**src/rtl/bht_update_gen.sv**
```systemverilog
// Closes the perceptron BHT loop: queues frontend conditional-branch predictions in order,
// matches each in-order resolution against the head and emits a registered {valid, pc, taken, mispredict} update.
module bht_update_gen #(
  parameter int unsigned DEPTH     = 8,
  parameter int unsigned CNT_WIDTH = 16,
  parameter int unsigned VLEN      = 64
) (
  input  logic                     clk_i,
  input  logic                     rst_ni,
  input  logic                     flush_i,
  input  logic                     debug_mode_i,
  input  logic                     push_valid_i,
  output logic                     push_ready_o,
  input  logic [VLEN-1:0]          push_pc_i,
  input  logic                     push_taken_i,
  input  logic                     resolve_valid_i,
  input  logic [VLEN-1:0]          resolve_pc_i,
  input  logic                     resolve_taken_i,
  output logic [VLEN+2:0]          bht_update_o,
  output logic [$clog2(DEPTH):0]   occupancy_o,
  output logic [CNT_WIDTH-1:0]     update_cnt_o,
  output logic [CNT_WIDTH-1:0]     mispredict_cnt_o,
  output logic                     desync_o
);

  localparam int unsigned AW = $clog2(DEPTH);
  localparam logic [AW:0]          PtrOne = {{AW{1'b0}}, 1'b1};
  localparam logic [CNT_WIDTH-1:0] CntOne = {{(CNT_WIDTH-1){1'b0}}, 1'b1};

  logic [AW:0]          r_wptr, r_rptr;
  logic [VLEN-1:0]      r_mem_pc [DEPTH];
  logic [DEPTH-1:0]     r_mem_taken;
  logic                 r_upd_valid, r_upd_taken, r_upd_mispredict;
  logic [VLEN-1:0]      r_upd_pc;
  logic [CNT_WIDTH-1:0] r_upd_cnt, r_mis_cnt;
  logic                 r_desync;

  logic            w_empty, w_full, w_push, w_match, w_mispredict;
  logic            w_pop, w_clear, w_emit, w_head_taken;
  logic [VLEN-1:0] w_head_pc;

  assign w_empty      = (r_wptr == r_rptr);
  assign w_full       = (r_wptr[AW-1:0] == r_rptr[AW-1:0]) && (r_wptr[AW] != r_rptr[AW]);
  assign push_ready_o = !w_full;

  assign w_head_pc    = r_mem_pc[r_rptr[AW-1:0]];
  assign w_head_taken = r_mem_taken[r_rptr[AW-1:0]];
  assign w_match      = !w_empty && (w_head_pc == resolve_pc_i);

  // Empty queue behaves as a default not-taken prediction; a pc mismatch is always a mispredict.
  always_comb begin
    w_mispredict = 1'b1;
    if (w_match)      w_mispredict = (w_head_taken != resolve_taken_i);
    else if (w_empty) w_mispredict = resolve_taken_i;
  end

  assign w_pop   = resolve_valid_i && w_match;
  assign w_clear = flush_i || (resolve_valid_i && w_mispredict);
  assign w_push  = push_valid_i && !w_full && !w_clear;
  assign w_emit  = resolve_valid_i && !debug_mode_i;

  always_ff @(posedge clk_i or negedge rst_ni) begin
    if (!rst_ni) begin
      r_wptr <= '0;
      r_rptr <= '0;
    end else if (w_clear) begin
      r_wptr <= '0;
      r_rptr <= '0;
    end else begin
      if (w_push) r_wptr <= r_wptr + PtrOne;
      if (w_pop)  r_rptr <= r_rptr + PtrOne;
    end
  end

  always_ff @(posedge clk_i) begin
    if (w_push) begin
      r_mem_pc[r_wptr[AW-1:0]]    <= push_pc_i;
      r_mem_taken[r_wptr[AW-1:0]] <= push_taken_i;
    end
  end

  always_ff @(posedge clk_i or negedge rst_ni) begin
    if (!rst_ni) begin
      r_upd_valid      <= 1'b0;
      r_upd_pc         <= '0;
      r_upd_taken      <= 1'b0;
      r_upd_mispredict <= 1'b0;
      r_upd_cnt        <= '0;
      r_mis_cnt        <= '0;
      r_desync         <= 1'b0;
    end else begin
      r_upd_valid <= w_emit;
      if (resolve_valid_i) begin
        r_upd_pc         <= resolve_pc_i;
        r_upd_taken      <= resolve_taken_i;
        r_upd_mispredict <= w_mispredict;
        if (!w_empty && !w_match) r_desync <= 1'b1;
      end
      if (w_emit && !(&r_upd_cnt)) r_upd_cnt <= r_upd_cnt + CntOne;
      if (w_emit && w_mispredict && !(&r_mis_cnt)) r_mis_cnt <= r_mis_cnt + CntOne;
    end
  end

  assign bht_update_o     = {r_upd_valid, r_upd_pc, r_upd_taken, r_upd_mispredict};
  assign occupancy_o      = r_wptr - r_rptr;
  assign update_cnt_o     = r_upd_cnt;
  assign mispredict_cnt_o = r_mis_cnt;
  assign desync_o         = r_desync;

endmodule

```
**config.mk**
```make
export PLATFORM = sky130hd
export DESIGN_NAME = bht_update_gen
export DESIGN_NICKNAME = d
export VERILOG_FILES = /design/src/rtl/bht_update_gen.sv
export SDC_FILE = /design/constraint.sdc
export NUM_CORES = 1
export LEC_CHECK = 0
export CAP_MARGIN = 10
export CORE_MARGIN = 2
export CORE_UTILIZATION = 50
export CTS_CLUSTER_SIZE = 14
export DETAILED_ROUTE_END_ITERATION = 7
export PLACE_DENSITY_LB_ADDON = 0.1
export SETUP_SLACK_MARGIN = 0.15
export SLEW_MARGIN = 0
export SYNTH_ARGS = -nofsm -noshare
export SYNTH_HDL_FRONTEND = slang
export SYNTH_SLANG_ARGS = --single-unit
```
**constraint.sdc**
```tcl
create_clock -name clk_i -period 10.65 [get_ports clk_i]
set_input_delay 2.13 -clock clk_i [delete_from_list [all_inputs] [get_ports clk_i]]
set_output_delay 2.13 -clock clk_i [all_outputs]
set_load 0.02 [all_outputs]
```
* Yosys cells after proc, flatten, opt, wreduce, memory -nomap -nowiden
Memories as Yosys holds them, arrays and structs flattened.
Cells that the tools add are included.
** Storage, ports and cells
- Memories :: 1
- Word-level logic and storage cells :: 62
- RAM bits :: 512
- Bits in registers :: 116
- Bits of input ports :: 136
- Output and inout port bits :: 105
** Operators by class
- Equal/unequal tests :: 5
- $add $sub $neg :: 5
- Reductions and logical operators :: 25
- Muxes and demuxes :: 13
- $lt $le $gt $ge :: 3
** Memories
- r_mem_pc :: words 8, width 64, read ports 1, clocked after memory_dff 0, wr ports 1, RTL line 31 : logic [VLEN-1:0] r_mem_pc [DEPTH];
** Operators with widths (count)
- $eq A64 B64 Y1 :: 1
- $add A16 B1 Y16 const B :: 2
- $reduce_and A16 Y1 :: 2
- $mux W4 :: 4
- $logic_and A1 B1 Y1 :: 12
- $add A4 B1 Y4 const B :: 2
- $bwmux W8 :: 1
- $lt A3 B4 Y1 const B :: 2
- $logic_not A1 Y1 :: 7
- $mux W1 :: 6
- $eq A4 B4 Y1 :: 1
- $reduce_bool A2 Y1 :: 2
- $sub A4 B4 Y4 :: 1
- $bmux W1 S3 :: 1
- $demux W1 S3 :: 1
- $eq A3 B3 Y1 :: 1
- $ge A3 B1 Y1 const B :: 1
- $ne A1 B1 Y1 :: 2
- $reduce_and A2 Y1 :: 1
- $logic_or A1 B1 Y1 :: 1

* Depth between registers and ports, before layout
- Depth in word-level cells :: 10
- Depth in mapped cells :: 16
- Depth with buffers taken out :: 10

* Worst setup path before layout
No wires, ideal clock.
- Kind :: input to register
- Start :: input port resolve_pc_i[38]
- End :: memory r_mem_pc[1][0] (enable)
- Library setup time :: 648 ps
- Stages on the path :: 8
- Data required time :: 10002 ps
- Setup slack :: 148 ps
- Arrival time :: 9854 ps
- Path buffers :: 0
- Path through :: xnor2_1 -> nor4_1 -> nand4_1 -> or4_4 -> o22ai_2 -> nand2_1 -> a21o_4 -> nor4_1
** On the way
- Longest elaborated chain between the ends :: 9
** RTL lines
- from (decl) :: RTL line 17 : input logic [VLEN-1:0] resolve_pc_i,
- $eq A64 B64 Y1 :: RTL line 48 : assign w_match = !w_empty && (w_head_pc == resolve_pc_i);
- $logic_and A1 B1 Y1 :: RTL line 48
- $mux W1 :: RTL line 53 : if (w_match) w_mispredict = (w_head_taken != resolve_taken_i);
- $logic_and A1 B1 Y1 :: RTL line 58 : assign w_clear = flush_i || (resolve_valid_i && w_mispredict);
- $logic_or A1 B1 Y1 :: RTL line 58
- $logic_not A1 Y1 :: RTL line 59 : assign w_push = push_valid_i && !w_full && !w_clear;
- $logic_and A1 B1 Y1 :: RTL line 59
- $mux W1 :: RTL line 76 : if (w_push) begin
- $mux W1 (not written as such) :: RTL line 77 : r_mem_pc[r_wptr[AW-1:0]] <= push_pc_i;
- to (decl) :: RTL line 31
No other way between the ends.

* Final worst setup path
- Start :: register r_rptr[2]
- End :: memory r_mem_pc[6][30] (enable)
** On the way
- Longest elaborated chain between the ends :: 10
- Elaborated cells between the ends (all ways) :: 20
- Classes of those cells :: eq/ne (4); mux (6); reduce/logical (9); memory (1)
** RTL lines
- from (decl) :: RTL line 30 : logic [AW:0] r_wptr, r_rptr;
- from (signal assigned) :: RTL line 71 : if (w_pop) r_rptr <= r_rptr + PtrOne;
- $mem_v2 Z8 W64 (tied with other cells)
- $eq A64 B64 Y1 (tied with other cells) :: RTL line 48
- $logic_and A1 B1 Y1 or $ne A1 B1 Y1 (tied branches) :: RTL line 48, 53
- $mux W1 :: RTL line 53
- $logic_and A1 B1 Y1 :: RTL line 58
- $logic_or A1 B1 Y1 :: RTL line 58
- $logic_not A1 Y1 :: RTL line 59
- $logic_and A1 B1 Y1 * :: RTL line 59
- $mux W1 * :: RTL line 76
- $mux W1 (not written as such) * :: RTL line 77
Mark *: on every way between the ends. The rest lies on a longest branch, timed or not. The select of a mux whose other input is x is not followed.

==> results.tsv <==
stage	metric	value	unit
power	Internal	4.33	mW
sta	RSZ-0062 raised after global routing	no	
synthesis	EDFF count, synth	520	
clocking	cts hold-fix bufs	0	
synthesis	Seq/Total Area, Yosys	0.731	
placed_design	DPL Wire Length	32.5	mm
floorplan	chip height	228	um
synthesis	ys async rst share	0.172	
setup_path	CP endpoint kind	register	
grt	all-layer global routing usage	0.215	
floorplan	initial core utilization	0.503	
routing	drt pass-1 iters	5	
clocking	root buf cell	clkbuf_16	
worst_hold_path	Min-Delay Startpoint	desync_o	
synthesis	Simple-Gate Fraction of Synth Area	0.0463	
synthesis	Synth Area in XOR/XNOR	0.0273	
sta	worst hold slack	477	ps
placed_design	PortBufs	240	
clocking	Post-CTS Setup Bufs	0	
floorplan	DIE AREA	0.0519	sq mm
power	sequential share of power	0.507	
grt	largest net degree at the start of global routing	69	
floorplan	Die Span X	228	um
power	P_sw	1.15	mW
setup_path	R2R setup slack	3980	ps
routing	drt initial violations	916	
power	peak supply drop	0.105	mV
routing	DRT antenna net count	0	
power	leakage	9.99	nW
grt	vias in the first global route	13800	
setup_path	CP max FO	60	
clocking	clock-pin slew on the worst setup and hold paths	60	ps
setup_path	Critical R2R Launch	r_rptr[2]	
floorplan	Rows	82	
synthesis	syn avg cell area	18.4	sq um
power	Clk pwr share	0.420	
sta	Clock Skew	22.5	ps
sta	fmax	0.150	GHz
synthesis	fraction of synthesized area in multiplexers	0.136	
status	status	finished, final reports clean	
sta	Total Neg Setup Slack	0	ps
synthesis	ys flop type	edfxtp_1	
routing	DRC	0	
floorplan	Core Area	0.0499	sq mm
routing	DR top layer	met5	
setup_path	WP data arrival	6860	ps
routing	Met1 Wirelength	24.7	mm
sta	final worst path period share	0.627	
synthesis	Synth Net Count	1503	
grt	initial antenna violation count	3	
placed_design	Inst Count DP	2232	
sta	slew margin rel.	0.263	
clocking	post-CTS sizing	0	
routing	Routed WL per cell	23.3	um
clocking	clock buffer depth	3	
sta	count of final setup violators	0	
setup_path	Worst Reg-to-Reg Cells	12	
synthesis	Adder-Cell Fraction of Synth Area	0.00429	
synthesis	total of warnings raised by yosys	0	
setup_path	Worst R2R End	r_mem_pc[6][30]	
synthesis	cell area after synthesis	0.0251	sq mm
synthesis	largest family of logic cells by synthesized area	multiplexers	
clocking	clock tree from TritonCTS	built	
routing	vias per cell	5.63	
setup_path	crit path kind	register to register	
placed_design	GPL Wtd Cong	0.772	
final_layout	share of layout cells above drive strength 1	0.170	
sta	fin crit period	6670	ps
clocking	H-Tree Level Count	3	
floorplan	I/O pin count	241	
clocking	CTS Sinks	628	
clocking	Skew-Pair Late Insertion Delay	590	ps
setup_path	CP Launch Type	register	
power	part of the power in combinational logic	0.073	
power	Pwr per Cell Area	180	mW/mm^2
worst_hold_path	Hold EP	desync_o	
final_layout	Layout Nets	1772	
routing	DR WL met2	26.1	mm
sta	worst-margin pin slew	1110	ps
synthesis	compound-gate portion of the synthesized area	0.0399	
final_layout	Non-Filler Instances	2352	
synthesis	Syn Inst Count	1359	
worst_hold_path	hold depth	1	
job	max cap viols	0	
clocking	TritonCTS Buffers	66	
routing	routed wl met3	2.90	mm
power	Net Sw Frac	0.210	
grt	first-pass GRT wire length	84.5	mm
routing	Post-Route WL	54.9	mm
synthesis	Synth cell types	45	
setup_path	Required @ worst endpoint	10840	ps
worst_hold_path	worst min path class	register to register	
sta	Hold Vio Cnt, Final	0	
sta	max-slew violation count	0	
routing	Vias	13200	
synthesis	number of synthesized register bits	628	
grt	grt ovf	0	
final_layout	area grow syn2layout	21.2	%
[sequential cells by signal, summed over array words and instances (netlist names)]
name	cells
desync_o	1
mispredict_cnt_o	16
r_mem_pc	512
r_mem_taken	8
r_rptr	4
r_upd_mispredict	1
r_upd_pc	64
r_upd_taken	1
r_upd_valid	1
r_wptr	4
update_cnt_o	16
[power groups by stage]
stage          logic, mW  clock network (mW)  registers [mW]
2_1_floorplan      0.125                   0            2.88
3_3_place_gp       0.397                   0            2.82
3_5_place_dp       0.403                   0            2.83
4_1_cts            0.405                2.35            2.78
5_1_grt            0.428                2.45            2.78
6_report           0.400                2.30            2.78
[logic make-up (layout without fill, tap and decap cells)]
kind of cell             after synthesis  after routing
AO/OA/AOI/OAI                        125            125
XOR/XNOR                              78             78
adder cells (fa/ha/maj)                8              8
buffers and inverters                 75            394
flip-flops                           628            628
multiplexers                         247            247
other                                  0              2
AND/OR/NAND/NOR                      198            198
[Yosys cell counts (all sizes together), types with 23 or more instances]
library cell | count | share of area
nor2b | 54 | 0.013
buf | 47 | 0.011
dfrtp | 108 | 0.11
xor2 | 23 | 0.0080
nor4 | 44 | 0.011
mux4 | 66 | 0.059
a22o | 24 | 0.0084
mux2 | 84 | 0.038
mux2i | 97 | 0.039
a211oi | 44 | 0.013
xnor2 | 55 | 0.019
edfxtp | 520 | 0.62
o31a | 25 | 0.0087
[placed cells by master, fill, tap and decap left out, drive strengths merged, types with 2 or more instances in the layout]
cell           count
edfxtp           520
clkdlybuf4s50    238
dfrtp            108
mux2i             97
clkbuf            96
mux2              84
mux4              66
xnor2             55
nor2b             54
a211oi            44
nor4              44
buf               29
o31a              25
a22o              24
xor2              23
nand2             22
nand4             20
nand3             15
nor2              15
clkinv            13
inv               11
and3               9
o22ai              9
a221oi             8
ha                 7
bufinv             7
a21oi              6
nand2b             5
and4               4
a2111oi            4
nor3               4
a21o               3
diode              2
o21ai              2
or3                2
and2               2
[routing by layer]
| layer | GRT usage | vias to the layer above |
|---|---|---|
| met5 | 0 | - |
| met4 | 0.0658 | 2 |
| met3 | 0.0383 | 73 |
| met2 | 0.338 | 364 |
| met1 | 0.310 | 6828 |
| li1 | - | 5973 |
[metrics by stage]
step	instance area, sq um	worst slack (ps)	power (mW)	util
after CTS	30400	3920	5.53	0.609
final	30400	3980	5.48	0.609
after global routing	30400	3500	5.66	0.609
after floorplan	25100	148	3.00	-
after global placement	28200	3900	3.22	0.566
after detailed placement	28200	3890	3.23	0.566
[cell type report]
cell class                      instances  area (sq um)
Antenna cell                            2          5.00
Clock inverter                         22           282
Tap cell                              672           841
Clock buffer                           96          1890
Sequential cell                       628         18300
Timing Repair Buffer                  267          2600
Fill cell                            3726         19500
Inverter                                9          33.8
Multi-Input combinational cell        656          6400
[worst max-delay path by stage]
stage | startpoint | to | slack (ps) | depth (start not counted)
final | r_rptr[2] | r_mem_pc[6][30] | 3980 | 12
after global placement | resolve_pc_i[38] | r_mem_pc[6][55] | 3900 | 10
after detailed placement | resolve_pc_i[38] | r_mem_pc[6][55] | 3890 | 10
after global routing | r_rptr[2] | r_mem_pc[6][17] | 3500 | 12
after CTS | r_rptr[2] | r_mem_pc[6][30] | 3920 | 12
after floorplan | resolve_pc_i[38] | r_mem_pc[1][0] | 150 | 8
[critical path, cell delays in order, from the launching register on]
cell and delay (ps):
dfrtp_4 920, buf_4 760, nand2_1 590, a211oi_1 500, nor4_1 100, nor4_1 620
and4_1 370, nand4_1 180, o22ai_2 240, nand2_1 110, a21o_4 310, nor3_2 530
buf_4 910
(Power assumes the default switching activity.)
